**src/rtl/mem_arbiter.sv**
```systemverilog
// Two-master arbiter for a single-port memory: bounded-burst round-robin grant,
// combinational request-cycle muxing and a fixed-latency read response router.
module mem_arbiter #(
    parameter int ADDR_W       = 32,
    parameter int DATA_W       = 32,
    parameter int READ_LATENCY = 1,
    parameter int MAX_BURST    = 4
) (
    input  logic              clk_i,
    input  logic              rst_ni,

    input  logic              m0_req_i,
    input  logic              m0_we_i,
    input  logic [ADDR_W-1:0] m0_addr_i,
    input  logic [DATA_W-1:0] m0_wdata_i,
    output logic              m0_gnt_o,
    output logic              m0_rvalid_o,
    output logic [DATA_W-1:0] m0_rdata_o,

    input  logic              m1_req_i,
    input  logic              m1_we_i,
    input  logic [ADDR_W-1:0] m1_addr_i,
    input  logic [DATA_W-1:0] m1_wdata_i,
    output logic              m1_gnt_o,
    output logic              m1_rvalid_o,
    output logic [DATA_W-1:0] m1_rdata_o,

    output logic              mem_req_o,
    output logic              mem_we_o,
    output logic [ADDR_W-1:0] mem_addr_o,
    output logic [DATA_W-1:0] mem_wdata_o,
    input  logic [DATA_W-1:0] mem_rdata_i
);

    localparam int CNT_W = $clog2(MAX_BURST + 1);
    localparam logic [CNT_W-1:0] CNT_MAX = CNT_W'(MAX_BURST);
    localparam logic [CNT_W-1:0] CNT_ONE = CNT_W'(1);

    typedef enum logic {
        OWNER_M0 = 1'b0,
        OWNER_M1 = 1'b1
    } owner_e;

    owner_e            last_owner_q, last_owner_d;
    logic [CNT_W-1:0]  burst_cnt_q, burst_cnt_d;

    logic [READ_LATENCY-1:0] rsp_valid_q, rsp_valid_d;
    logic [READ_LATENCY-1:0] rsp_id_q, rsp_id_d;

    logic   gnt0, gnt1, any_gnt;
    owner_e gnt_id;

    // ------------------------------------------------------------------
    // Grant selection; everything is forced low while reset is asserted.
    // ------------------------------------------------------------------
    always_comb begin
        gnt0 = 1'b0;
        gnt1 = 1'b0;
        if (rst_ni) begin
            if (m0_req_i && !m1_req_i) begin
                gnt0 = 1'b1;
            end else if (m1_req_i && !m0_req_i) begin
                gnt1 = 1'b1;
            end else if (m0_req_i && m1_req_i) begin
                if (burst_cnt_q == '0) begin
                    gnt0 = 1'b1;
                end else if (burst_cnt_q < CNT_MAX) begin
                    gnt0 = (last_owner_q == OWNER_M0);
                    gnt1 = (last_owner_q == OWNER_M1);
                end else begin
                    gnt0 = (last_owner_q == OWNER_M1);
                    gnt1 = (last_owner_q == OWNER_M0);
                end
            end
        end
    end

    assign any_gnt = gnt0 | gnt1;
    assign gnt_id  = gnt1 ? OWNER_M1 : OWNER_M0;

    assign m0_gnt_o  = gnt0;
    assign m1_gnt_o  = gnt1;
    assign mem_req_o = any_gnt;

    always_comb begin
        mem_we_o    = 1'b0;
        mem_addr_o  = '0;
        mem_wdata_o = '0;
        if (gnt0) begin
            mem_we_o    = m0_we_i;
            mem_addr_o  = m0_addr_i;
            mem_wdata_o = m0_wdata_i;
        end else if (gnt1) begin
            mem_we_o    = m1_we_i;
            mem_addr_o  = m1_addr_i;
            mem_wdata_o = m1_wdata_i;
        end
    end

    // ------------------------------------------------------------------
    // Burst tracking: count saturates so a waiting master is served next.
    // ------------------------------------------------------------------
    always_comb begin
        last_owner_d = last_owner_q;
        burst_cnt_d  = '0;
        if (any_gnt) begin
            if (gnt_id == last_owner_q) begin
                burst_cnt_d = (burst_cnt_q == CNT_MAX) ? burst_cnt_q
                                                        : burst_cnt_q + CNT_ONE;
            end else begin
                last_owner_d = gnt_id;
                burst_cnt_d  = CNT_ONE;
            end
        end
    end

    // ------------------------------------------------------------------
    // Response pipeline: stage 0 captures the issue, last stage is output.
    // ------------------------------------------------------------------
    assign rsp_valid_d[0] = any_gnt & ~mem_we_o;
    assign rsp_id_d[0]    = any_gnt & ~mem_we_o & (gnt_id == OWNER_M1);

    generate
        for (genvar gi = 1; gi < READ_LATENCY; gi++) begin : g_rsp_stage
            assign rsp_valid_d[gi] = rsp_valid_q[gi-1];
            assign rsp_id_d[gi]    = rsp_id_q[gi-1];
        end
    endgenerate

    always_ff @(posedge clk_i or negedge rst_ni) begin
        if (!rst_ni) begin
            last_owner_q <= OWNER_M0;
            burst_cnt_q  <= '0;
            rsp_valid_q  <= '0;
            rsp_id_q     <= '0;
        end else begin
            last_owner_q <= last_owner_d;
            burst_cnt_q  <= burst_cnt_d;
            rsp_valid_q  <= rsp_valid_d;
            rsp_id_q     <= rsp_id_d;
        end
    end

    logic out_valid, out_id;
    assign out_valid = rst_ni & rsp_valid_q[READ_LATENCY-1];
    assign out_id    = rsp_id_q[READ_LATENCY-1];

    assign m0_rvalid_o = out_valid & ~out_id;
    assign m1_rvalid_o = out_valid & out_id;
    assign m0_rdata_o  = m0_rvalid_o ? mem_rdata_i : '0;
    assign m1_rdata_o  = m1_rvalid_o ? mem_rdata_i : '0;

endmodule

```
**config.mk**
```make
export PLATFORM = sky130hd
export DESIGN_NAME = mem_arbiter
export DESIGN_NICKNAME = d
export VERILOG_FILES = /design/src/rtl/mem_arbiter.sv
export SDC_FILE = /design/constraint.sdc
export NUM_CORES = 1
export LEC_CHECK = 0
export BUFFER_PORTS_ARGS = -buffer_cell sky130_fd_sc_hd__buf_2
export CAP_MARGIN = 10
export CORE_AREA = 8 8 110 112
export DETAILED_ROUTE_END_ITERATION = 7
export DIE_AREA = 0 0 118 120
export GPL_TIMING_DRIVEN = 0
export HOLD_SLACK_MARGIN = 0.15
export PLACE_DENSITY = 0.56
export SLEW_MARGIN = 20
export SYNTH_ARGS = -nofsm -noshare
export SYNTH_HDL_FRONTEND = slang
export SYNTH_SLANG_ARGS = --single-unit
```
**constraint.sdc**
```tcl
create_clock -name clk_i -period 2.9 [get_ports clk_i]
set_input_delay 0.145 -clock clk_i [delete_from_list [all_inputs] [get_ports clk_i]]
set_output_delay 0.145 -clock clk_i [all_outputs]
set_load 0.01 [all_outputs]
```
Word level (Yosys, flattened, before mapping)
Index checks and enable logic that the tools add are counted.
{"block": "classes", "n_lt_le_gt_ge": 1, "reduce_logical": 7, "n_eq_ne": 3, "addsub": 1, "n_bitwise": 10, "n_mux": 24}
{"operator": "$mux 32", "n": 6}
{"operator": "$mux 1", "n": 15}
{"operator": "$mux 3", "n": 3}
{"operator": "$and 1x1->1", "n": 5}
{"operator": "$not 1->1", "n": 4}
{"operator": "$add 3x1->3 const B", "n": 1}
{"operator": "$eq 3x3->1 const B", "n": 1}
{"operator": "$logic_and 1x1->1", "n": 3}
{"operator": "$logic_not 3->1", "n": 1}
{"operator": "$lt 3x3->1 const B", "n": 1}
{"operator": "$ne 3x3->1 const B", "n": 1}
{"operator": "$logic_not 1->1", "n": 2}
{"operator": "$reduce_and 2->1", "n": 1}
{"operator": "$eq 1x1->1", "n": 1}
{"operator": "$or 1x1->1", "n": 1}
{"block": "word_totals", "word_cells": 50, "out_inout_bits": 134, "register_bits": 6, "input_bits": 166}

Logic depth before layout (Yosys ltp)
{"block": "logic_depth", "ltp_word": 12, "mapped_depth": 7, "ltp_nobuf": 5}

Worst setup path after synthesis
No wires, ideal clock.
{"block": "synth_timing", "path_type": "flip-flop to output port", "start": "register burst_cnt_q[0]", "end": "output mem_addr_o[0]", "stages_incl_launch_ff": 8, "path_buffers": 2, "t_arrival_ps": 1723, "t_required_ps": 2755, "path_slack_ps": 1032, "path_cell_list": "dfrtp_1 inv_1 ha_1 or3b_1 a31oi_4 buf_6 buf_6 a22o_1"}
{"block": "synth_between", "elab_chain_cells": 9, "word_cells_on_any_way": 16, "cone_classes": "order compare: 1; mux: 14; reduce/logical: 1"}
{"element": "start: declaration", "line": "45", "text": "logic [CNT_W-1:0] burst_cnt_q, burst_cnt_d;"}
{"element": "start signal: assignment", "line": "138", "text": "burst_cnt_q <= burst_cnt_d;"}
{"element": "$lt 3x3->1", "line": "67", "text": "end else if (burst_cnt_q < CNT_MAX) begin"}
{"element": "$mux 1", "line": "67"}
{"element": "$mux 1", "line": "65", "text": "if (burst_cnt_q == '0) begin"}
{"element": "$mux 1", "line": "64", "text": "end else if (m0_req_i && m1_req_i) begin"}
{"element": "$mux 1", "line": "62", "text": "end else if (m1_req_i && !m0_req_i) begin"}
{"element": "$mux 1", "line": "60", "text": "if (m0_req_i && !m1_req_i) begin"}
{"element": "$mux 1", "line": "59", "text": "if (rst_ni) begin"}
{"element": "$mux 32", "line": "93", "text": "end else if (gnt1) begin"}
{"element": "$mux 32 *", "line": "89", "text": "if (gnt0) begin"}
{"element": "end: declaration", "line": "30", "text": "output logic [ADDR_W-1:0] mem_addr_o,"}
Every way passes the cells marked *; elsewhere a longest branch is shown, timed or not.

Worst setup path in the final report
{"block": "layout_timing", "start": "register burst_cnt_q[0]", "end": "output mem_wdata_o[23]"}
{"block": "layout_between", "elab_chain_cells": 9, "word_cells_on_any_way": 16, "cone_classes": "order compare: 1; mux: 14; reduce/logical: 1"}
{"element": "$lt 3x3->1", "line": "67"}
{"element": "$mux 1", "line": "67"}
{"element": "$mux 1", "line": "65"}
{"element": "$mux 1", "line": "64"}
{"element": "$mux 1", "line": "62"}
{"element": "$mux 1", "line": "60"}
{"element": "$mux 1", "line": "59"}
{"element": "$mux 32", "line": "93"}
{"element": "$mux 32 *", "line": "89"}
{"element": "end: declaration", "line": "31", "text": "output logic [DATA_W-1:0] mem_wdata_o,"}
Marked as above.

==> qor.csv <==
metric;value;unit
worst_slack;0.332;ns
busiest_layer;met2;
syn_inst;196;
final_cell_mix;buf_2 (307), a22o_1 (65), and2_1 (65), clkbuf_1 (9);
crit_top_cell;buf_2;
gp_congestion;0.810;
min_period_over_period;0.885;
crit_path_end_kind;output port;
cp_slowest_cell;a311oi_2;
synth_ff_type;dfrtp_1;
p_leak;2.06;nW
overflow;0;
ys_types;30;
crit_path_cell_trace;inv_1, ha_1, nor2_1, a311oi_2, buf_2, buf_4, a22o_1, buf_2;
core-area;10500;µm²
ir_worst_vdd;0.0712;mV
powerDensity;201;nW/µm²
max_slew_margin;0.685;
synth_area;1500;µm²
die-area;14200;µm²
fin_util;0.308;
worst_slew_pin_slew;0.473;ns
ys_warn_count;0;
vias;2764;
final_area;3230;µm²
worst_hold_slack;0.160;ns
drtPass1Iterations;4;
maxCapViolations;0;
grt_antenna_before_repair;0;
clk_pin_slew_worst_paths;0.04;ns
status;complete, no violations;
ys_ff_latch;6;
final-hold-violation-count;0;
grt_use_met2;0.274;
synth_edf_count;0;
final.min_clock_period;2.57;ns
placed_area;3170;µm²
critPathKind;flip-flop to output port;
die_h;120;µm
drc;0;
grt_pass1_vias;2979;
cts_resized;0;
cp-start-kind;flip-flop;
final_common_cell;buf_2;
rsz0062_at_grt;false;
post_cts_buffers;0;
pin_count;300;
slew_violations;0;
grt_max_degree;13;
hpwl;9.82;mm
avgSynthCellArea;7.65;µm²
met1_usage;0.134;
finalSetupTns;0;ns
ys_seq_area_frac;0.100;
cpPeakStageDelay;0.48;ns
met3_usage;0.0554;
grt_use_total;0.139;
start_util;0.143;
area_growth;116;%
port_buffers;299;
worstPathArrival;2.42;ns
timing.fmax;389;MHz
crit_buf_inv;4;
diodes;0;
antenna_left;0;
drt-total-wl;10.8;mm
cts_tree;built;
grt_pass1_wl;16.2;mm
drive_gt1_frac;0.638;
clock_latency;0.22;ns
ctsHoldBuffers;2;
routedWlPerCell;16.9;µm
die_w;118;µm
hold_class;input port to flip-flop;
num_rows;38;
cts_buffers;3;
via_per_inst;4.32;
cts_root_buffer;clkbuf_8;
async_flop_share;1.00;
fillCellCount;1136;
dpl_worst_slack;0.485;ns
cts_max_level;1;
clock_path_buffers;2;
synth_fp_nets;364;
crit_fanout;10;
dr.first_iter.drc_count;67;
fin_skew;0.0000976;ns
crit_family;buffers and inverters;
setup_viol;0;
clock-sinks;6;
cp.required;2.76;ns
nets;670;
-- stage by stage --
stage               power [W]  instances
global placement     0.000523        635
detailed placement   0.000529        635
floorplan            0.000289        196
finish               0.000650        640
global route         0.000695        640
CTS                  0.000661        640
-- final timing paths --
path,startpoint,endpoint,slack (ns),cells past startpoint
max,burst_cnt_q[0]$_DFFE_PN0P_,mem_wdata_o[23],0.33,8
min,m1_we_i,rsp_valid_q$_DFF_PN0_,0.16,2
max reg2reg,burst_cnt_q[0]$_DFFE_PN0P_,out_id$_DFF_PN0_,0.94,6
min reg2reg,burst_cnt_q[1]$_DFFE_PN0P_,burst_cnt_q[1]$_DFFE_PN0P_,0.56,2
max in group asynchronous,rst_ni,rsp_valid_q$_DFF_PN0_,2.38,2
min in group asynchronous,rst_ni,burst_cnt_q[2]$_DFFE_PN0P_,0.33,2
-- report_power, final --
group / switching [W] / internal [W]
sequential: 0.00000332 / 0.0000903
combinational: 0.000210 / 0.000220
clock: 0.0000366 / 0.0000892
-- area by class of cell --
class	count	area, µm²	share of cell area
repair buffers	301	1520	0.469
multi-input cells	163	1210	0.375
well taps	140	175	0.0542
flip-flops and latches	6	150	0.0465
plain buffers	22	119	0.0368
clock buffers	3	41.3	0.0128
inverters	5	18.8	0.00581
-- Yosys cell counts, types with 2 or more instances --
cell type / number / share of area
dfrtp_1: 6 / 0.10
a22o_1: 65 / 0.38
inv_1: 5 / 0.013
ha_1: 2 / 0.017
o21ai_0: 3 / 0.010
nand2_1: 6 / 0.015
clkbuf_1: 9 / 0.023
buf_4: 3 / 0.015
nor2_1: 4 / 0.010
and2_1: 65 / 0.27
buf_2: 8 / 0.027
buf_6: 2 / 0.015
-- registers in the layout (all words and copies together) (netlist names) --
signal / count
burst_cnt_q: 3
last_owner_q: 1
rsp_valid_q: 1
out_id: 1
-- kinds of logic after synthesis --
logic type	count (synthesis)	share of synthesized area
AND/OR/NAND/NOR	81	0.323
XOR/XNOR	1	0.00584
adder cells (fa/ha/maj)	2	0.0167
multiplexers	1	0.00751
flip-flops	6	0.100
buffers and inverters	27	0.0918
AO/OA/AOI/OAI	78	0.455
-- metal layers --
metal,up-vias,part of all wire
li1,1334,-
met1,1236,0.36
met2,189,0.53
met3,5,0.11
met4,0,0.0065
met5,-,0
Note: power is estimated with default switching activity, not from simulation.
